**config.mk**
```make
export PLATFORM = sky130hd
export DESIGN_NAME = activation_unit
export DESIGN_NICKNAME = d
export VERILOG_FILES = /design/src/rtl/activation_unit.sv
export SDC_FILE = /design/constraint.sdc
export NUM_CORES = 1
export LEC_CHECK = 0
export ABC_AREA = 1
export BUFFER_PORTS_ARGS = -buffer_cell sky130_fd_sc_hd__buf_2
export CORE_UTILIZATION = 63
export CTS_BUF_LIST = sky130_fd_sc_hd__clkbuf_4 sky130_fd_sc_hd__clkbuf_8
export DETAILED_ROUTE_END_ITERATION = 8
export PLACE_DENSITY = 0.88
export SKIP_CTS_REPAIR_TIMING = 1
export SYNTH_ARGS = -nofsm -noshare
export SYNTH_HDL_FRONTEND = slang
export SYNTH_SLANG_ARGS = --single-unit
```
**constraint.sdc**
```tcl
create_clock -name clk -period 5.48 [get_ports clk]
set_input_delay 0.822 -clock clk [delete_from_list [all_inputs] [get_ports clk]]
set_output_delay 0.822 -clock clk [all_outputs]
set_load 0.02 [all_outputs]
```
**src/rtl/activation_unit.sv**
```systemverilog
// Purpose : per-lane activation (pass / ReLU / clamped ReLU / leaky ReLU) on a LANES-wide beat, plus a saturating negative-lane counter.
// Latency : 2 cycles from input accept to out_valid; one beat per cycle when out_ready is held high.
// Backpr. : both stages stall together while out_valid && !out_ready; in_ready drops combinationally in that case.
//
// Ports   : clk, rst_n (async active-low)
//           in_valid/in_ready/in_data  - input beat, lane i at [i*DATA_WIDTH +: DATA_WIDTH]
//           mode, clip                 - activation select and clamp bound, captured with the beat
//           out_valid/out_ready/out_data - activated beat, same packing
//           stat_clr, neg_cnt          - synchronous clear / 16-bit saturating negative-lane count
// Macro   : ACT_LEAKY_EN - builds the leaky-ReLU shifter for mode 3; without it mode 3 is plain ReLU.

`ifndef DATA_WIDTH
`define DATA_WIDTH 8
`endif

module activation_unit #(
    parameter int DATA_WIDTH = `DATA_WIDTH,
    parameter int LANES      = 4,
    parameter int LEAK_SHIFT = 3
) (
    input  logic                        clk,
    input  logic                        rst_n,
    input  logic                        in_valid,
    output logic                        in_ready,
    input  logic [LANES*DATA_WIDTH-1:0] in_data,
    input  logic [1:0]                  mode,
    input  logic [DATA_WIDTH-1:0]       clip,
    output logic                        out_valid,
    input  logic                        out_ready,
    output logic [LANES*DATA_WIDTH-1:0] out_data,
    input  logic                        stat_clr,
    output logic [15:0]                 neg_cnt
);

    localparam int BW = LANES * DATA_WIDTH;
    localparam int CW = $clog2(LANES + 1);

    // Reject configurations the datapath is not built for.
    if (LANES < 1 || LANES > 16 || LEAK_SHIFT < 0 || LEAK_SHIFT >= DATA_WIDTH) begin : g_bad_param
        $error("activation_unit: parameter out of range");
    end

    logic                  en;
    logic                  accept;

    logic                  s1_vld_q,  s1_vld_d;
    logic [BW-1:0]         s1_dat_q,  s1_dat_d;
    logic [1:0]            s1_mode_q, s1_mode_d;
    logic [DATA_WIDTH-1:0] s1_clip_q, s1_clip_d;

    logic                  out_vld_q, out_vld_d;
    logic [BW-1:0]         out_dat_q, out_dat_d;
    logic [15:0]           neg_cnt_q, neg_cnt_d;

    logic [BW-1:0]         act_dat;
    logic [CW-1:0]         neg_lanes;
    logic [16:0]           cnt_sum;

    // One lane of the activation; all compares are signed.
    function automatic logic [DATA_WIDTH-1:0] act_lane(
        input logic [DATA_WIDTH-1:0] x_u,
        input logic [1:0]            m,
        input logic [DATA_WIDTH-1:0] c_u
    );
        logic signed [DATA_WIDTH-1:0] x;
        logic signed [DATA_WIDTH-1:0] c;
        logic signed [DATA_WIDTH-1:0] pos;
        logic signed [DATA_WIDTH-1:0] r;
        x   = signed'(x_u);
        c   = signed'(c_u);
        pos = x[DATA_WIDTH-1] ? '0 : x;
        case (m)
            2'd0:    r = x;
            2'd1:    r = pos;
            // A negative clip would otherwise leak through min(); it forces 0.
            2'd2:    r = c[DATA_WIDTH-1] ? '0 : ((pos > c) ? c : pos);
`ifdef ACT_LEAKY_EN
            // Arithmetic shift floors toward -inf and can never overflow.
            2'd3:    r = x[DATA_WIDTH-1] ? (x >>> LEAK_SHIFT) : x;
`else
            2'd3:    r = pos;
`endif
            default: r = x;
        endcase
        return r;
    endfunction

    // Both stages share one advance enable, so a stall freezes the whole pipe.
    assign en       = !out_vld_q || out_ready;
    assign accept   = in_valid && en;
    assign in_ready = en;

    always_comb begin
        act_dat = '0;
        for (int i = 0; i < LANES; i++) begin
            act_dat[i*DATA_WIDTH +: DATA_WIDTH] =
                act_lane(s1_dat_q[i*DATA_WIDTH +: DATA_WIDTH], s1_mode_q, s1_clip_q);
        end
    end

    always_comb begin
        neg_lanes = '0;
        for (int i = 0; i < LANES; i++) begin
            neg_lanes = neg_lanes + CW'(in_data[i*DATA_WIDTH + DATA_WIDTH - 1]);
        end
    end

    always_comb begin
        s1_vld_d  = s1_vld_q;
        s1_dat_d  = s1_dat_q;
        s1_mode_d = s1_mode_q;
        s1_clip_d = s1_clip_q;
        out_vld_d = out_vld_q;
        out_dat_d = out_dat_q;
        if (en) begin
            s1_vld_d  = in_valid;
            s1_dat_d  = in_data;
            s1_mode_d = mode;
            s1_clip_d = clip;
            out_vld_d = s1_vld_q;
            out_dat_d = act_dat;
        end
    end

    // Clear wins over the old count but not over the beat accepted alongside it.
    always_comb begin
        cnt_sum   = (stat_clr ? 17'd0 : {1'b0, neg_cnt_q}) + 17'(neg_lanes);
        neg_cnt_d = stat_clr ? 16'd0 : neg_cnt_q;
        if (accept) begin
            neg_cnt_d = cnt_sum[16] ? 16'hFFFF : cnt_sum[15:0];
        end
    end

    always_ff @(posedge clk or negedge rst_n) begin
        if (!rst_n) begin
            s1_vld_q  <= 1'b0;
            s1_dat_q  <= '0;
            s1_mode_q <= '0;
            s1_clip_q <= '0;
            out_vld_q <= 1'b0;
            out_dat_q <= '0;
            neg_cnt_q <= '0;
        end else begin
            s1_vld_q  <= s1_vld_d;
            s1_dat_q  <= s1_dat_d;
            s1_mode_q <= s1_mode_d;
            s1_clip_q <= s1_clip_d;
            out_vld_q <= out_vld_d;
            out_dat_q <= out_dat_d;
            neg_cnt_q <= neg_cnt_d;
        end
    end

    assign out_valid = out_vld_q;
    assign out_data  = out_dat_q;
    assign neg_cnt   = neg_cnt_q;

endmodule

```
==> summary.log, run 1 <==
INFO  global_routing grt_util_all_layers=0.3119
INFO  final_layout   final_core_utilization=0.7246
INFO  synthesis      synth_compound_gate_area_share=0.1103
INFO  timing         timing.slew.headroom=0.2259
INFO  final_layout   postLayoutCellArea=0.006289mm^2
INFO  route          detail_route.drc_violations=0
INFO  critical_path  cp_common_cell=buf_2
INFO  floorplan      core_box_area=0.008678mm^2
INFO  global_routing grt-ovfl-total=0
INFO  global_routing grt_antenna_before_repair=1
INFO  cts            htree_levels=3
INFO  timing         worst_slew_pin_slew=1.160ns
INFO  job            cap_viol_max_count=0
INFO  global_routing use_met1=0.3926
INFO  critical_path  critical_path.endpoint=in_ready
INFO  cts            path_clk_slew=0.09ns
INFO  critical_path  r2r_slack=2.67ns
INFO  timing         fmaxAchievable=308.0MHz
INFO  route          drt.antenna.violating_nets=0
INFO  critical_path  crit_path_cell_trace=buf_2 -> nor2_1 -> clkinv_2 -> buf_2
INFO  final_layout   final_net_count=931
INFO  synthesis      synth.lib_cells_used.distinct=31
INFO  synthesis      main_combinational_cell_family_by_area_after_synthesis=simple AND/OR/NAND/NOR gates
INFO  global_routing largest_net_degree_at_the_start_of_global_routing=105
INFO  cts            clock_insertion_delay_worst_skew=0.36ns
INFO  critical_path  crit_path_max_incr_delay=0.60ns
INFO  timing         finalHoldWorstSlack=0.3872ns
INFO  power_and_ir_drop max-vdd-ir-drop=150.1uV
INFO  synthesis      synth_enable_flop_cells=0
INFO  final_layout   syn_to_final_growth=12.19%
INFO  floorplan      die_w=96.33um
INFO  status         status=finished, final reports clean
INFO  synthesis      synthesis.nets=848
INFO  route          avgViaCountPerCell=5.555
INFO  global_routing grt_use_met3=0.05055
INFO  floorplan      dieHeight=96.33um
INFO  power_and_ir_drop cellLeakagePower=3.476nW
INFO  floorplan      effective_utilization_at_floorplan=0.6459
INFO  floorplan      pin_count=97
INFO  global_routing gr-usage-met2=0.5278
INFO  synthesis      synth_xor_area_frac=0.003125
INFO  route          routed-via-count=5,366
INFO  critical_path  endpoint_kind=output pin
INFO  synthesis      synth-async-reset-ratio=1.000
INFO  timing         timing.final.crit_share=0.5925
INFO  critical_path  r2r_cells=8
INFO  critical_path  critical_path.startpoint_type=input port
INFO  route          detail_route.first_pass.iterations=6
INFO  timing         rsz0062_at_grt=false
INFO  final_layout   highest_count_cells_in_the_layout_ignoring_fill_and_taps=nand2_1, inv_1, buf_2, dfrtp_1, o21ai_0
INFO  critical_path  crit_path_top_delay_cell=clkinv_2
INFO  synthesis      yosys_warnings=0
INFO  power_and_ir_drop power_density=309.3mW/mm^2
INFO  synthesis      ys.flop_type=dfrtp_1
INFO  timing         timing.setup.tns=0ns
INFO  placement      placedInstanceArea=0.006108mm^2
INFO  critical_path  critical_path_required_time=4.66ns
INFO  critical_path  critPathLaunch=out_ready
INFO  timing         timing.final.hold_violations=0
INFO  synthesis      synth.mux.area_fraction=0
INFO  route          initialDrtViolationCount=453
INFO  synthesis      seq_area_frac_synth=0.4107
INFO  cts            inserted_clock_buffers=9
INFO  cts            tritoncts=yes
INFO  placement      place.detailed.instances=949
INFO  route          drt_wl_total=13,730um
INFO  cts            clockBufferDepth=2
INFO  synthesis      avgSynthCellArea=7.289um^2
INFO  placement      place_congestion=1.001
INFO  global_routing grt_most_used_layer=met2
INFO  critical_path  timing.critical_path.fanout_max=38
INFO  critical_path  worst-path-stages=4
INFO  synthesis      yosys.area_share.adder=0.07545
INFO  synthesis      netlist_instances=769
INFO  global_routing grt_pass1_wl=22,020um
INFO  floorplan      placement_rows=34
INFO  critical_path  r2r-end=neg_cnt[3]$_DFFE_PN0P_
INFO  global_routing grt_pass1_vias=4,898
INFO  final_layout   layout_commonest_cell=nand2_1
INFO  final_layout   layout-drive-gt1-share=0.1715
INFO  critical_path  setup.worst_path.class=input port to output pin
INFO  timing         finalMaxSlewViolations=0
INFO  synthesis      fraction_of_the_mapped_netlist_area_in_simple_logic_gates=0.2830
INFO  placement      numPortBuffers=96
INFO  critical_path  crit_arrival=2.43ns
INFO  timing         post-route-min-period=3.247ns
INFO  cts            cts_root_buffer=clkbuf_8
INFO  placement      dp.final_hpwl=9876um
INFO  timing         fin_skew=0.01080ns
INFO  critical_path  critPathTopFamily=buffers and inverters
INFO  route          wl_per_cell=14.21um
INFO  final_layout   filler_cell_count_in_the_final_layout=690
INFO  final_layout   layout.cells.non_filler=966
INFO  critical_path  r2r_start=out_valid$_DFFE_PN0N_
INFO  hold_path      worst_min_path_class=input port to async pin
INFO  synthesis      netlist_area=0.005605mm^2
INFO  synthesis      yosys_reg_bits=92
INFO  critical_path  cp_num_buf_inv=3
INFO  timing         setup_viol=0
INFO  cts            tritoncts_num_sinks=92
INFO  floorplan      fp.dieArea=0.009279mm^2
-- flip-flops by register name, indices dropped and copies added, names as in the netlist --
name and count:
out_data 32, s1_clip_q 8, s1_mode_q 2, s1_dat_q 32
neg_cnt 16, out_valid 1, s1_vld_q 1
-- how the worst min path moves through the flow --
stage	start	endpoint	slack [ns]	depth (start not counted)
2_1_floorplan	s1_vld_q$_DFFE_PN0N_	out_valid$_DFFE_PN0N_	0.42	2
3_3_place_gp	s1_vld_q$_DFFE_PN0N_	out_valid$_DFFE_PN0N_	0.44	2
3_5_place_dp	s1_vld_q$_DFFE_PN0N_	out_valid$_DFFE_PN0N_	0.45	2
4_1_cts	rst_n	s1_dat_q[11]$_DFFE_PN0N_	0.40	1
5_1_grt	rst_n	out_data[2]$_DFFE_PN0N_	0.41	1
6_report	rst_n	s1_dat_q[10]$_DFFE_PN0N_	0.39	1
-- per-layer routing --
metal | vias to the layer above | part of all wire
met5 | - | 0
met4 | 0 | 0.027
met3 | 39 | 0.080
met2 | 270 | 0.48
met1 | 2473 | 0.41
li1 | 2584 | -
-- synthesized netlist by cell type, types with 2 or more instances --
cell,count,area share
a21oi_1,38,0.034
nand2_4,2,0.0040
nor3_1,4,0.0036
nor2_1,76,0.051
nor2_2,6,0.0067
nor3_2,3,0.0054
dfrtp_1,92,0.41
nand3_1,73,0.065
inv_1,138,0.092
nand4_1,7,0.0078
nand2_1,160,0.11
nor2_4,3,0.0060
nand3b_1,3,0.0040
or2_1,2,0.0022
nand2_2,11,0.012
o21ai_0,83,0.074
fa_1,3,0.011
buf_2,8,0.0071
ha_1,29,0.065
or2_2,3,0.0033
clkbuf_1,15,0.010
-- stage by stage --
stage          setup WS [ns]  power, mW
5_1_grt                2.114      2.077
2_1_floorplan          2.517      1.316
4_1_cts                2.263      1.942
6_report               2.233      1.945
3_5_place_dp           2.201      1.526
3_3_place_gp           2.303      1.489
-- area by class of cell --
cell class / count / area, um^2 / area share
inverter: 139 / 528.0 / 0.08396
multi-input combinational: 512 / 2645 / 0.4206
timing repair buffer: 98 / 498.0 / 0.07919
clock buffer: 12 / 152.6 / 0.02427
tap: 108 / 135.1 / 0.02149
sequential: 92 / 2302 / 0.3661
antenna: 1 / 2.502 / 0.0003979
clock inverter: 4 / 25.02 / 0.003979
-- cells by family after synthesis --
logic type | after synthesis
AOI/OAI and AO/OA | 122
buffers and inverters | 165
xor gates and xnor gates | 2
adders and majority gates | 32
and+or+nand+nor | 356
DFF | 92
-- where the power goes --
| group | switching [mW] | leakage, nW | internal, mW | total, mW |
|---|---|---|---|---|
| sequential | 0.0642 | 1.14 | 0.782 | 0.847 |
| combinational | 0.459 | 2.25 | 0.217 | 0.676 |
| clock | 0.236 | 0.0892 | 0.186 | 0.422 |
No activity file was read; power rests on OpenSTA's default activity.
==> run 2: changes to the inputs <==
--- a/config.mk
+++ b/config.mk
@@ -7,10 +7,10 @@
 export LEC_CHECK = 0
 export ABC_AREA = 1
 export BUFFER_PORTS_ARGS = -buffer_cell sky130_fd_sc_hd__buf_2
-export CORE_UTILIZATION = 63
+export CORE_UTILIZATION = 59
 export CTS_BUF_LIST = sky130_fd_sc_hd__clkbuf_4 sky130_fd_sc_hd__clkbuf_8
 export DETAILED_ROUTE_END_ITERATION = 8
-export PLACE_DENSITY = 0.88
+export PLACE_DENSITY = 0.83
 export SKIP_CTS_REPAIR_TIMING = 1
 export SYNTH_ARGS = -nofsm -noshare
 export SYNTH_HDL_FRONTEND = slang
==> constraint.sdc (replaced) <==
create_clock -name clk -period 3.2 [get_ports clk]
set_input_delay 0.48 -clock clk [delete_from_list [all_inputs] [get_ports clk]]
set_output_delay 0.48 -clock clk [all_outputs]
set_load 0.02 [all_outputs]
==> run 2 against run 1 <==
Effect of this change:
- die area up 6.6%
- clock power up 110%
- critical path depth up 10
- final area up 1.7%
- non-clock buffer count up 4
- register-to-register slack worse by 1.7 ns
- final cell count up 2.5%
- power up 80%
==> summary.log, run 2 (synthesis results as in run 1) <==
INFO  final_layout   layout_commonest_cell=nand2_1 [unchanged]
INFO  critical_path  critical_path.startpoint_type=input port [unchanged]
INFO  global_routing largest_net_degree_at_the_start_of_global_routing=84 [was 105]
INFO  route          drt_wl_total=13,460um [was 13,730 um]
INFO  route          drt.antenna.violating_nets=0 [unchanged]
INFO  timing         finalHoldWorstSlack=0.07413ns [was 0.3872 ns]
INFO  cts            cts_root_buffer=clkbuf_8 [unchanged]
INFO  final_layout   num_antenna_cells=0 [was 1]
INFO  global_routing grt_use_met3=0.03935 [was 0.05055]
INFO  global_routing grt_util_all_layers=0.2852 [was 0.3119]
INFO  cts            htree_levels=3 [unchanged]
INFO  hold_path      worst_min_path_class=input port to async pin [unchanged]
INFO  timing         timing.setup.tns=0ns [unchanged]
INFO  cts            clock_insertion_delay_worst_skew=0.36ns [about the same]
INFO  placement      numPortBuffers=96 [unchanged]
INFO  critical_path  setup.worst_path.class=input port to flip-flop [was input port to output pin]
INFO  job            cap_viol_max_count=0 [unchanged]
INFO  final_layout   final_net_count=935 [was 931]
INFO  critical_path  critical_path_required_time=3.44ns [was 4.66 ns]
INFO  cts            inserted_clock_buffers=9 [unchanged]
INFO  global_routing grt-ovfl-total=0 [unchanged]
INFO  cts            tritoncts=yes [unchanged]
INFO  timing         timing.final.hold_violations=0 [unchanged]
INFO  critical_path  timing.critical_path.fanout_max=5 [was 38]
INFO  route          wl_per_cell=13.59um [was 14.21 um]
INFO  placement      dp.final_hpwl=9844um [was 9876 um]
INFO  critical_path  endpoint_kind=flip-flop [was output pin]
INFO  final_layout   syn_to_final_growth=14.11% [was 12.19%]
INFO  cts            tritoncts_num_sinks=92 [unchanged]
INFO  final_layout   highest_count_cells_in_the_layout_ignoring_fill_and_taps=nand2_1, inv_1, buf_2, dfrtp_1, o21ai_0 [unchanged]
INFO  timing         rsz0062_at_grt=false [unchanged]
INFO  timing         fmaxAchievable=388.7MHz
INFO  floorplan      core_box_area=0.009240mm^2 [was 0.008678 mm^2]
INFO  timing         post-route-min-period=2.572ns
INFO  power_and_ir_drop cellLeakagePower=3.520nW [was 3.476 nW]
INFO  global_routing grt_antenna_before_repair=0 [was 1]
INFO  route          avgViaCountPerCell=5.292 [was 5.555]
INFO  floorplan      placement_rows=35 [was 34]
INFO  route          detail_route.drc_violations=0 [unchanged]
INFO  timing         timing.final.crit_share=0.8039
INFO  global_routing grt_most_used_layer=met2 [unchanged]
INFO  floorplan      dieHeight=99.47um [was 96.33 um]
INFO  power_and_ir_drop max-vdd-ir-drop=273.3uV [was 150.1 uV]
INFO  floorplan      pin_count=97 [unchanged]
INFO  cts            clockBufferDepth=2 [unchanged]
INFO  route          routed-via-count=5,239 [was 5,366]
INFO  critical_path  crit_arrival=2.81ns [was 2.43 ns]
INFO  timing         fin_skew=0.01761ns [was 0.01080 ns]
INFO  route          initialDrtViolationCount=279 [was 453]
INFO  global_routing grt_pass1_wl=22,560um [was 22,020 um]
INFO  timing         worst_slew_pin_slew=0.7849ns [was 1.160 ns]
INFO  floorplan      fp.dieArea=0.009894mm^2 [was 0.009279 mm^2]
INFO  route          detail_route.first_pass.iterations=5 [was 6]
INFO  floorplan      effective_utilization_at_floorplan=0.6066 [was 0.6459]
INFO  global_routing gr-usage-met2=0.4995 [was 0.5278]
INFO  global_routing grt_pass1_vias=5,032 [was 4,898]
INFO  status         status=finished, final reports clean [unchanged]
INFO  final_layout   layout-drive-gt1-share=0.1754 [was 0.1715]
INFO  cts            path_clk_slew=0.10ns [was 0.09 ns]
INFO  global_routing use_met1=0.3679 [was 0.3926]
INFO  timing         setup_viol=0 [unchanged]
INFO  timing         finalMaxSlewViolations=0 [unchanged]
INFO  floorplan      die_w=99.47um [was 96.33 um]
INFO  placement      place_congestion=0.8959 [was 1.001]
INFO  timing         timing.slew.headroom=0.4712 [was 0.2259]
INFO  power_and_ir_drop power_density=547.1mW/mm^2 [was 309.3 mW/mm^2]
run 2: changes by cell type in the layout (fill, tap and decap cells not counted):
cell	previous run	this run
buf_4	3	7
bufinv_16	0	2
diode_2	1	0
clkinv_4	1	2
clkinvlp_4	2	1
clkinv_2	3	1
clkbuf_4	2	0
inv_6	0	2
run 2: critical path: stages:
cell	delay (ns)
buf_2	0.12
fa_1	0.52
inv_1	0.06
fa_1	0.39
inv_1	0.09
fa_1	0.22
nand2_1	0.08
nor2_2	0.14
and2_4	0.19
nand2_2	0.08
nor2_4	0.12
inv_1	0.07
o21ai_0	0.17
nand3_1	0.09
run 2: worst paths after layout:
path                                           from                       end  slack [ns]  cells past startpoint
min                                           rst_n  s1_dat_q[11]$_DFFE_PN0N_        0.07                      1
max in group asynchronous                     rst_n   s1_dat_q[7]$_DFFE_PN0N_        2.36                      2
max                                      in_data[7]   neg_cnt[10]$_DFFE_PN0P_        0.63                     14
max reg2reg                s1_dat_q[23]$_DFFE_PN0N_  out_data[19]$_DFFE_PN0N_        0.94                      9
min reg2reg                    s1_vld_q$_DFFE_PN0N_     out_valid$_DFFE_PN0N_        0.47                      2
min in group clk                            clip[2]  s1_clip_q[2]$_DFFE_PN0N_        0.33                      3
run 2: final cells by class:
type                            count  area, um^2
Clock buffer                       10       137.6
Clock inverter                      6       93.84
Fill cell                         768        2844
Inverter                          139       528.0
Multi-Input combinational cell    512        2645
Sequential cell                    92        2302
Tap cell                          129       161.4
Timing Repair Buffer              102       528.0
run 2: power breakdown:
group | switching (mW) | total (mW) | internal, mW
Clock | 0.436 | 0.904 | 0.469
Combinational | 0.773 | 1.15 | 0.374
Sequential | 0.108 | 1.45 | 1.34
Total | 1.32 | 3.50 | 2.18
run 2: metal layers:
| layer | share of wire | vias to the layer above |
|---|---|---|
| met5 | 0 | - |
| met4 | 0.017 | 0 |
| met3 | 0.061 | 28 |
| met2 | 0.49 | 182 |
| met1 | 0.43 | 2439 |
| li1 | - | 2590 |
run 2: through the flow:
stage / worst slack, ns / utilization / total power [mW] / instance area, um^2 / cells
6_report: 0.6275 / 0.6922 / 3.499 / 6396 / 990
5_1_grt: 0.4393 / 0.6922 / 3.735 / 6396 / 990
4_1_cts: 0.6394 / 0.6922 / 3.506 / 6396 / 990
3_5_place_dp: 0.2448 / 0.6672 / 2.610 / 6165 / 974
3_3_place_gp: 0.3664 / 0.6672 / 2.563 / 6165 / 974
2_1_floorplan: 0.5786 / - / 2.253 / 5605 / 769
